`src/rtl/instr_cache_refill_ctrl_if.sv`:
```
// Bus bundle between the icache refill controller and its neighbours:
// fetch miss path, memory request/response channel and data/tag array writes.
// Signal names keep the controller's point of view (i_ = into controller).
// Optional critical-word-first output guarded by INSTR_CACHE_CWF_EN.

`ifndef PADDR_WIDTH
`define PADDR_WIDTH 32
`endif

interface instr_cache_refill_ctrl_if #(
    parameter int unsigned LINE_BEATS = 8,
    parameter int unsigned BEAT_WIDTH = 64
);
    localparam int unsigned BEAT_IDX_W = $clog2(LINE_BEATS);

    // Fetch miss path
    logic                    i_miss_valid;
    logic [`PADDR_WIDTH-1:0] i_miss_paddr;
    logic                    o_miss_ready;
    // Memory request / response
    logic                    o_mem_req_valid;
    logic [`PADDR_WIDTH-1:0] o_mem_req_paddr;
    logic                    i_mem_req_ready;
    logic                    i_mem_resp_valid;
    logic [BEAT_WIDTH-1:0]   i_mem_resp_data;
    logic                    i_mem_resp_err;
    logic                    i_flush;
    // Data / tag array
    logic                    o_wr_en;
    logic [`PADDR_WIDTH-1:0] o_wr_paddr;
    logic [BEAT_IDX_W-1:0]   o_wr_beat;
    logic [BEAT_WIDTH-1:0]   o_wr_data;
    logic                    o_tag_wr_en;
    logic                    o_refill_done;
    logic                    o_refill_err;
`ifdef INSTR_CACHE_CWF_EN
    logic                    o_crit_valid;
`endif

    // Controller side
    modport master (
        input  i_miss_valid, i_miss_paddr, i_mem_req_ready, i_mem_resp_valid,
        input  i_mem_resp_data, i_mem_resp_err, i_flush,
        output o_miss_ready, o_mem_req_valid, o_mem_req_paddr, o_wr_en, o_wr_paddr,
        output o_wr_beat, o_wr_data, o_tag_wr_en, o_refill_done, o_refill_err
`ifdef INSTR_CACHE_CWF_EN
        , output o_crit_valid
`endif
    );

    // Environment side (fetch, memory, arrays)
    modport slave (
        output i_miss_valid, i_miss_paddr, i_mem_req_ready, i_mem_resp_valid,
        output i_mem_resp_data, i_mem_resp_err, i_flush,
        input  o_miss_ready, o_mem_req_valid, o_mem_req_paddr, o_wr_en, o_wr_paddr,
        input  o_wr_beat, o_wr_data, o_tag_wr_en, o_refill_done, o_refill_err
`ifdef INSTR_CACHE_CWF_EN
        , input o_crit_valid
`endif
    );
endinterface

```
`src/rtl/instr_cache_refill_ctrl.sv`:
```
// Instruction cache line refill controller: accepts one fetch miss, issues a
// single line read, streams returned beats into the data array one cycle
// later, then commits the tag (or reports an error / abandons on flush).
// Optional feature: INSTR_CACHE_CWF_EN (critical word first ordering).

`ifndef PADDR_WIDTH
`define PADDR_WIDTH 32
`endif
`ifndef INSTR_WIDTH
`define INSTR_WIDTH 32
`endif

module instr_cache_refill_ctrl #(
    parameter int unsigned LINE_BEATS = 8,
    parameter int unsigned BEAT_WIDTH = 64
) (
    input logic                      i_clk,
    input logic                      i_rst_n,
    instr_cache_refill_ctrl_if.master bus
);
    localparam int unsigned PADDR_W    = `PADDR_WIDTH;
    localparam int unsigned BEAT_IDX_W = $clog2(LINE_BEATS);
    localparam int unsigned LINE_BYTES = LINE_BEATS * BEAT_WIDTH / 8;
    localparam int unsigned LINE_OFF_W = $clog2(LINE_BYTES);

    localparam logic [PADDR_W-1:0]    LINE_MASK = ~PADDR_W'((64'd1 << LINE_OFF_W) - 64'd1);
    localparam logic [BEAT_IDX_W:0]   CNT_FULL  = (BEAT_IDX_W + 1)'(LINE_BEATS);

`ifdef INSTR_CACHE_CWF_EN
    localparam int unsigned BEAT_OFF_W = $clog2(BEAT_WIDTH / 8);
    localparam logic [PADDR_W-1:0] BEAT_MASK = ~PADDR_W'((64'd1 << BEAT_OFF_W) - 64'd1);
`endif

    if (LINE_BEATS < 2 || (LINE_BEATS & (LINE_BEATS - 1)) != 0) begin : g_bad_line_beats
        $error("LINE_BEATS must be a power of 2 and at least 2");
    end
    if (BEAT_WIDTH % `INSTR_WIDTH != 0) begin : g_bad_beat_width
        $error("BEAT_WIDTH must be a multiple of INSTR_WIDTH");
    end

    typedef enum logic [2:0] {StIdle, StReq, StResp, StCommit, StDrain} state_e;

    state_e                state_q, state_d;
    logic [PADDR_W-1:0]    line_addr_q, line_addr_d;
    logic [PADDR_W-1:0]    req_addr_q, req_addr_d;
    logic                  flush_seen_q, flush_seen_d;
    logic                  err_q, err_d;
    logic [BEAT_IDX_W:0]   rcv_cnt_q, rcv_cnt_d;
    logic [BEAT_IDX_W-1:0] beat_idx_q, beat_idx_d;
    logic                  wr_en_q, wr_en_d;
    logic [BEAT_IDX_W-1:0] wr_beat_q, wr_beat_d;
    logic [BEAT_WIDTH-1:0] wr_data_q, wr_data_d;
    logic                  crit_q, crit_d;
    logic                  miss_ready, req_valid, tag_wr_en, refill_done, refill_err;
    logic                  beat_take;

    // State and datapath registers; reset abandons any refill in progress.
    always_ff @(posedge i_clk or negedge i_rst_n) begin
        if (!i_rst_n) begin
            state_q      <= StIdle;
            line_addr_q  <= '0;
            req_addr_q   <= '0;
            flush_seen_q <= 1'b0;
            err_q        <= 1'b0;
            rcv_cnt_q    <= '0;
            beat_idx_q   <= '0;
            wr_en_q      <= 1'b0;
            wr_beat_q    <= '0;
            wr_data_q    <= '0;
            crit_q       <= 1'b0;
        end else begin
            state_q      <= state_d;
            line_addr_q  <= line_addr_d;
            req_addr_q   <= req_addr_d;
            flush_seen_q <= flush_seen_d;
            err_q        <= err_d;
            rcv_cnt_q    <= rcv_cnt_d;
            beat_idx_q   <= beat_idx_d;
            wr_en_q      <= wr_en_d;
            wr_beat_q    <= wr_beat_d;
            wr_data_q    <= wr_data_d;
            crit_q       <= crit_d;
        end
    end

    // Next-state, beat accounting and per-state outputs.
    always_comb begin
        state_d      = state_q;
        line_addr_d  = line_addr_q;
        req_addr_d   = req_addr_q;
        flush_seen_d = flush_seen_q;
        err_d        = err_q;
        rcv_cnt_d    = rcv_cnt_q;
        beat_idx_d   = beat_idx_q;
        wr_en_d      = 1'b0;
        wr_beat_d    = wr_beat_q;
        wr_data_d    = wr_data_q;
        miss_ready   = 1'b0;
        req_valid    = 1'b0;
        tag_wr_en    = 1'b0;
        refill_done  = 1'b0;
        refill_err   = 1'b0;
        // Beats beyond a full line are never counted.
        beat_take    = bus.i_mem_resp_valid && (rcv_cnt_q != CNT_FULL);

        unique case (state_q)
            StIdle: begin
                miss_ready = 1'b1;
                if (bus.i_miss_valid) begin
                    line_addr_d  = bus.i_miss_paddr & LINE_MASK;
`ifdef INSTR_CACHE_CWF_EN
                    req_addr_d   = bus.i_miss_paddr & BEAT_MASK;
                    beat_idx_d   = bus.i_miss_paddr[LINE_OFF_W-1:BEAT_OFF_W];
`else
                    req_addr_d   = bus.i_miss_paddr & LINE_MASK;
                    beat_idx_d   = '0;
`endif
                    rcv_cnt_d    = '0;
                    err_d        = 1'b0;
                    flush_seen_d = 1'b0;
                    state_d      = StReq;
                end
            end
            StReq: begin
                req_valid = 1'b1;
                if (bus.i_flush) begin
                    flush_seen_d = 1'b1;
                end
                if (bus.i_mem_req_ready) begin
                    state_d = (flush_seen_q || bus.i_flush) ? StDrain : StResp;
                end
            end
            StResp: begin
                if (beat_take) begin
                    rcv_cnt_d  = rcv_cnt_q + 1'b1;
                    beat_idx_d = beat_idx_q + 1'b1;
                    if (bus.i_mem_resp_err) begin
                        err_d = 1'b1;
                    end
                    // A flush on the same cycle as a beat drops that beat's write.
                    if (!bus.i_flush) begin
                        wr_en_d   = 1'b1;
                        wr_beat_d = beat_idx_q;
                        wr_data_d = bus.i_mem_resp_data;
                    end
                end
                // Full count means the last write is issuing now; commit next cycle.
                if (bus.i_flush) begin
                    state_d = StDrain;
                end else if (rcv_cnt_q == CNT_FULL) begin
                    state_d = StCommit;
                end
            end
            StCommit: begin
                if (err_q) begin
                    refill_err = 1'b1;
                end else if (!bus.i_flush) begin
                    tag_wr_en   = 1'b1;
                    refill_done = 1'b1;
                end
                state_d = StIdle;
            end
            StDrain: begin
                if (beat_take) begin
                    rcv_cnt_d = rcv_cnt_q + 1'b1;
                end
                if (rcv_cnt_d == CNT_FULL) begin
                    state_d = StIdle;
                end
            end
            default: state_d = StIdle;
        endcase

        // First write of the line carries the critical beat.
        crit_d = wr_en_d && (rcv_cnt_q == '0);
    end

    assign bus.o_miss_ready    = miss_ready;
    assign bus.o_mem_req_valid = req_valid;
    assign bus.o_mem_req_paddr = req_addr_q;
    assign bus.o_wr_en         = wr_en_q;
    assign bus.o_wr_paddr      = line_addr_q;
    assign bus.o_wr_beat       = wr_beat_q;
    assign bus.o_wr_data       = wr_data_q;
    assign bus.o_tag_wr_en     = tag_wr_en;
    assign bus.o_refill_done   = refill_done;
    assign bus.o_refill_err    = refill_err;
`ifdef INSTR_CACHE_CWF_EN
    assign bus.o_crit_valid    = crit_q;
`else
    logic unused_crit;
    assign unused_crit = crit_q;
`endif

    // Memory must not return beats before the line request has been accepted.
    a_no_early_beat : assert property (@(posedge i_clk) disable iff (!i_rst_n)
        (state_q inside {StIdle, StReq}) |-> !bus.i_mem_resp_valid)
        else $error("response beat arrived before request handshake");

endmodule
```
`src/flat_wrapper.sv`:
```
// flat-port wrapper written by rule: the top's interface ports become plain ports
module instr_cache_refill_ctrl_flat 
#(
    parameter int unsigned LINE_BEATS = 8,
    parameter int unsigned BEAT_WIDTH = 64
)
  (i_clk, i_rst_n, bus_i_miss_valid, bus_i_miss_paddr, bus_i_mem_req_ready, bus_i_mem_resp_valid, bus_i_mem_resp_data, bus_i_mem_resp_err, bus_i_flush, bus_o_miss_ready, bus_o_mem_req_valid, bus_o_mem_req_paddr, bus_o_wr_en, bus_o_wr_paddr, bus_o_wr_beat, bus_o_wr_data, bus_o_tag_wr_en, bus_o_refill_done, bus_o_refill_err);
  instr_cache_refill_ctrl_if #(.LINE_BEATS(LINE_BEATS), .BEAT_WIDTH(BEAT_WIDTH)) bus_i ();
  input logic i_clk;
  input logic i_rst_n;
  input wire logic [$bits(bus_i.i_miss_valid)-1:0] bus_i_miss_valid;
  input wire logic [$bits(bus_i.i_miss_paddr)-1:0] bus_i_miss_paddr;
  input wire logic [$bits(bus_i.i_mem_req_ready)-1:0] bus_i_mem_req_ready;
  input wire logic [$bits(bus_i.i_mem_resp_valid)-1:0] bus_i_mem_resp_valid;
  input wire logic [$bits(bus_i.i_mem_resp_data)-1:0] bus_i_mem_resp_data;
  input wire logic [$bits(bus_i.i_mem_resp_err)-1:0] bus_i_mem_resp_err;
  input wire logic [$bits(bus_i.i_flush)-1:0] bus_i_flush;
  output wire logic [$bits(bus_i.o_miss_ready)-1:0] bus_o_miss_ready;
  output wire logic [$bits(bus_i.o_mem_req_valid)-1:0] bus_o_mem_req_valid;
  output wire logic [$bits(bus_i.o_mem_req_paddr)-1:0] bus_o_mem_req_paddr;
  output wire logic [$bits(bus_i.o_wr_en)-1:0] bus_o_wr_en;
  output wire logic [$bits(bus_i.o_wr_paddr)-1:0] bus_o_wr_paddr;
  output wire logic [$bits(bus_i.o_wr_beat)-1:0] bus_o_wr_beat;
  output wire logic [$bits(bus_i.o_wr_data)-1:0] bus_o_wr_data;
  output wire logic [$bits(bus_i.o_tag_wr_en)-1:0] bus_o_tag_wr_en;
  output wire logic [$bits(bus_i.o_refill_done)-1:0] bus_o_refill_done;
  output wire logic [$bits(bus_i.o_refill_err)-1:0] bus_o_refill_err;
  assign bus_i.i_miss_valid = bus_i_miss_valid;
  assign bus_i.i_miss_paddr = bus_i_miss_paddr;
  assign bus_i.i_mem_req_ready = bus_i_mem_req_ready;
  assign bus_i.i_mem_resp_valid = bus_i_mem_resp_valid;
  assign bus_i.i_mem_resp_data = bus_i_mem_resp_data;
  assign bus_i.i_mem_resp_err = bus_i_mem_resp_err;
  assign bus_i.i_flush = bus_i_flush;
  assign bus_o_miss_ready = bus_i.o_miss_ready;
  assign bus_o_mem_req_valid = bus_i.o_mem_req_valid;
  assign bus_o_mem_req_paddr = bus_i.o_mem_req_paddr;
  assign bus_o_wr_en = bus_i.o_wr_en;
  assign bus_o_wr_paddr = bus_i.o_wr_paddr;
  assign bus_o_wr_beat = bus_i.o_wr_beat;
  assign bus_o_wr_data = bus_i.o_wr_data;
  assign bus_o_tag_wr_en = bus_i.o_tag_wr_en;
  assign bus_o_refill_done = bus_i.o_refill_done;
  assign bus_o_refill_err = bus_i.o_refill_err;
  instr_cache_refill_ctrl #(.LINE_BEATS(LINE_BEATS), .BEAT_WIDTH(BEAT_WIDTH)) u_core (.i_clk(i_clk), .i_rst_n(i_rst_n), .bus(bus_i));
endmodule
```
`config.mk`:
```
export PLATFORM = sky130hd
export DESIGN_NAME = instr_cache_refill_ctrl_flat
export DESIGN_NICKNAME = d
export VERILOG_FILES = /design/src/rtl/instr_cache_refill_ctrl_if.sv /design/src/rtl/instr_cache_refill_ctrl.sv /design/src/flat_wrapper.sv
export SDC_FILE = /design/constraint.sdc
export NUM_CORES = 1
export LEC_CHECK = 0
export BUFFER_PORTS_ARGS = -buffer_cell sky130_fd_sc_hd__buf_2
export CAP_MARGIN = 20
export CORE_UTILIZATION = 46
export CTS_CLUSTER_DIAMETER = 30
export DETAILED_ROUTE_END_ITERATION = 16
export PLACE_DENSITY = 0.79
export SLEW_MARGIN = 0
export SYNTH_ARGS = -nofsm -noshare
export SYNTH_HDL_FRONTEND = slang
export SYNTH_SLANG_ARGS = --single-unit
```
`constraint.sdc`:
```
create_clock -name i_clk -period 2.6 [get_ports i_clk]
set_clock_uncertainty 0.15 [all_clocks]
set_input_delay 0.52 -clock i_clk [delete_from_list [all_inputs] [get_ports i_clk]]
set_output_delay 0.52 -clock i_clk [all_outputs]
set_load 0.05 [all_outputs]
```
; ---- Yosys cells after proc, flatten, opt, wreduce, memory -nomap -nowiden
; Cells that the tools add are included.
[word_totals]
regBits = 106
out_inout_bits = 137
[op_classes]
n_addsub = 2
n_eq_ne = 14
mux = 29
n_bitwise = 1
n_reduce_logical = 13
[op_table]
columns = cell, n
row1 = 2-to-1 mux 3 bit, 8
row2 = 2-to-1 mux 1 bit, 13
row3 = 2-to-1 mux 4 bit, 3
row4 = one-hot mux 3 bit (4 select lines), 1
row5 = one-hot mux 4 bit (3 select lines), 1
row6 = AND reduction 3 bit, 3
row7 = "== test 4 bit, second input constant", 2
row8 = "!= test 2 bit, second input constant", 4
row9 = AND reduction 4 bit, 2
row10 = "== test 3 x 2 -> 1 bit, second input constant", 2
row11 = one-hot mux 3 bit (2 select lines), 1
row12 = "adder 4 x 1 -> 4 bit, second input constant", 1
row13 = "!= test 2 x 1 -> 1 bit, second input constant", 2
row14 = "!= test 4 bit, second input constant", 1
row15 = one-hot mux 1 bit (2 select lines), 2
row16 = AND reduction 2 bit, 2
row17 = nonzero test 2 bit, 2
row18 = "adder 3 x 1 -> 3 bit, second input constant", 1
row19 = "== test 3 x 1 -> 1 bit, second input constant", 1
row20 = "== test 3 bit, second input constant", 1
row21 = logical NOT 3 bit, 1
row22 = "!= test 3 x 2 -> 1 bit, second input constant", 1
row23 = nonzero test 3 bit, 1
row24 = logical AND 1 bit, 1
row25 = 2 further kinds, 2

; ---- Logic depth before layout (Yosys ltp)
[depth]
word_depth = 7
mapped_depth = 7
mapped_depth_nobuf = 7

; ---- Worst setup path after synthesis
; Ideal clock, no wire load.
[synth_timing]
path_type = reg2out
startpoint = register u_core.state_q[1]
endpoint = output port bus_o_tag_wr_en
arrival_ns = 2.402
required_ns = 1.930
path_slack_ns = -0.472
stages_incl_launch_ff = 6
cell_sequence = dfrtp_1 > clkbuf_1 > nor2b_1 > nand2_1 > nor3_1 > buf_4
[synth_via]
elab_chain_cells = 2
[synth_lines]
columns = element, line_no
row1 = from (decl), instr_cache_refill_ctrl.sv:43  ; state_e state_q, state_d;
row2 = from (signal assigned), instr_cache_refill_ctrl.sv:60  ; state_q <= StIdle;
row3 = from (signal assigned), instr_cache_refill_ctrl.sv:72  ; state_q <= state_d;
row4 = == test 3 x 2 -> 1 bit, n/a
row5 = 2-to-1 mux 1 bit, n/a
row6 = to (decl), flat_wrapper.sv:25  ; output wire logic [$bits(bus_i.o_tag_wr_en)-1:0] bus_o_tag_wr_en;
; Every way passes these cells.

; ---- Worst setup path in the final report
[layout_timing]
startpoint = register u_core.state_q[2]
endpoint = output port bus_o_mem_req_valid
[layout_via]
elab_chain_cells = 2
[layout_lines]
columns = element, line_no
row1 = == test 3 x 1 -> 1 bit, instr_cache_refill_ctrl.sv:106  ; unique case (state_q)
row2 = 2-to-1 mux 1 bit, instr_cache_refill_ctrl.sv:106
row3 = to (decl), flat_wrapper.sv:19  ; output wire logic [$bits(bus_i.o_mem_req_valid)-1:0] bus_o_mem_req_valid;
; Every way passes these cells.

==> metrics <==
Num Clock Sinks ~110; Buffers on Ports 221; fin area 5980 sq um; Post-CTS Setup Bufs 0; Yosys top cell area share 56.4%; Top Ports 240; clk_lat worst skew ~350 ps; worst-margin pin slew 538 ps; CTS tree built; vias in the first global route 3141; final setup TNS 0 ps; Syn Std Cell Area 4700 sq um; DPL Wire Length 7850 microns; crit-path max FO 12; Rows 36; RD Place Congestion 0.891; syn_area_per_cell approximately 14 sq um; post-synthesis mux area share 24.0%; H-tree levels 3; Detail Route Antenna Nets 0; Antenna Cells 0; synthesized instance count 342; FFs w/ async S/R, synth 100%; area of the multi-input gates 1700 sq um; Synth Area in Compound Gates 3.81%; Critical Path Start Type register; First-pass DRT Iterations 4; Hold WC Path Type in2reg; Chip Height 103 microns; Yosys cell types 40; unrepaired setup endpoints after global routing false; Reg area 2650 sq um; max cap viols 0; CTS buffer count 9; CTS clk-pin slew, worst paths 110 ps; dpl cell area 5770 sq um; Worst Slack Setup Final 204 ps; GRT overflow 0; final hold violation count 0; synth top area cells dfrtp_1 (56%), mux2_2 (18%), buf_4 (6.2%); Filler cells 792; initial antenna violation count 0; Data arrival, critical path 1730 ps; DR vias 3355; Final Max Tran Viols 0; sequential share of the synthesized area 56.4%; worst endpoint required time a little under 2000 ps; Net count, final 649; Initial Util 47.9%; fraction of final layout cells sized beyond drive strength 1 63.6%; area leader, netlist dfrtp_1; endpoints failing setup 0; Via-to-Cell Ratio roughly 5; simple-gate share of the synthesized area 5.64%; Final min period 2400 ps; DIE AREA 10600 sq um; period utilisation layout 92.1%; largest net degree at the start of global routing 49; initial DRC count ~140; crit end category output port; WL per Instance 15.1 microns; clock root buffer clkbuf_8; synth cell count leaders dfrtp_1 (106), mux2_2 (75), buf_4 (39); Routed WL 10200 microns; Layout area overhead 27.3%; dpl ws 399 ps; status complete, no violations; Post-synth EDFFs 0; Post-Synth XOR/XNOR Area 0.559%; slew margin rel. 64.1%; Setup CP Type reg2out; Top FF cell, synth dfrtp_1; most common cell in the synthesized netlist dfrtp_1; clock tree buffer depth 2; core area ~10000 sq um; die width 103 microns; yosys warns 0; FMAX roughly 0.42 GHz; DRC viols 0; first-pass GRT wire length between 15000 and 20000 microns; adder-cell share of the synthesized area 0.799%; largest family of logic cells by synthesized area multiplexers; GRT Total Usage about a fifth; flip-flop and latch count after synthesis 106
critical path: stages (launching register included):
cell     delay [ps]
dfrtp_1         490
buf_4           220
nor3_1          330
buf_2           330
stage by stage:
step | hold slack [ps] | cells | util [%]
detailed placement | 336 | 664 | 58.8
floorplan | 74.4 | 353 | -
global placement | 330 | 664 | 58.8
global route | 213 | 680 | 60.9
CTS | 211 | 680 | 60.9
finish | 230 | 680 | 60.9
state kept, by name (all words and copies together) (netlist names):
signal / count
u_core.bus.o_wr_paddr: 26
u_core.err_q: 1
u_core.flush_seen_q: 1
u_core.bus.o_wr_data: 64
u_core.bus.o_wr_en: 1
u_core.state_q: 3
u_core.rcv_cnt_q: 4
u_core.bus.o_wr_beat: 3
u_core.beat_idx_q: 3
placed cells by master, fill, tap and decap left out, types with 3 or more instances in the layout:
master,n
a21oi_1,8
a22o_1,3
and3_1,4
buf_12,3
buf_2,220
buf_4,10
clkbuf_8,9
conb_1,12
dfrtp_1,105
ha_1,3
inv_1,5
mux2_2,75
mux2_4,19
nand2_1,12
nand3_1,3
nor2_1,10
nor3_1,5
o21ai_0,3
metal layers:
layer / vias up / routed length, microns / part of all wire [%] / global-route usage (%)
li1: 1545 / - / - / -
met1: 1613 / 3960 / 39 / 21.1
met2: 174 / 5320 / 52 / 34.1
met3: 23 / 685 / 6.7 / 3.93
met4: 0 / 286 / 2.8 / 8.67
met5: - / 0 / 0 / 0
kinds of logic after synthesis:
| family | Yosys count |
|---|---|
| flip-flops | 106 |
| AND/OR/NAND/NOR | 49 |
| other | 1 |
| buffers and inverters | 60 |
| AO/OA/AOI/OAI | 26 |
| multiplexers | 94 |
| adder cells (fa/ha/maj) | 3 |
| XOR/XNOR | 3 |
cell type report:
cell class / instances / share of cell area, %
inverter: 5 / 0.314
clock inverter: 6 / 1.21
clock buffer: 9 / 2.07
tap: 133 / 2.78
timing repair buffer: 234 / 20.8
multi-input combinational: 187 / 28.4
sequential: 106 / 44.4
worst paths after layout:
| check | start | to | slack (ps) | depth (start not counted) |
|---|---|---|---|---|
| worst max-delay path | u_core.state_q[2]$_DFFE_PN0P_ | bus_o_mem_req_valid | 200 | 3 |
| worst min-delay path | bus_i_mem_resp_data[35] | u_core.bus.o_wr_data[35]$_DFFE_PN0P_ | 230 | 2 |
| worst max register to register | u_core.rcv_cnt_q[0]$_DFFE_PN0P_ | u_core.bus.o_wr_data[51]$_DFFE_PN0P_ | 380 | 6 |
| worst min register to register | u_core.bus.o_wr_data[52]$_DFFE_PN0P_ | u_core.bus.o_wr_data[52]$_DFFE_PN0P_ | 360 | 1 |
| max in group asynchronous | i_rst_n | u_core.bus.o_wr_data[51]$_DFFE_PN0P_ | 1090 | 3 |
| min in group asynchronous | i_rst_n | u_core.bus.o_wr_data[5]$_DFFE_PN0P_ | 540 | 2 |
repair_timing:
| item | in CTS | in global routing |
|---|---|---|
| hold buffers | 1 | 0 |
| hold endpoints to repair | 35 | 0 |
| gates resized for setup | 0 | 1 |
| endpoints found under the setup margin | 0 | 2 |
Power is left out: the tool's default activity adds up to more than one toggle a clock period on the data nets, which glitch-free logic cannot reach.
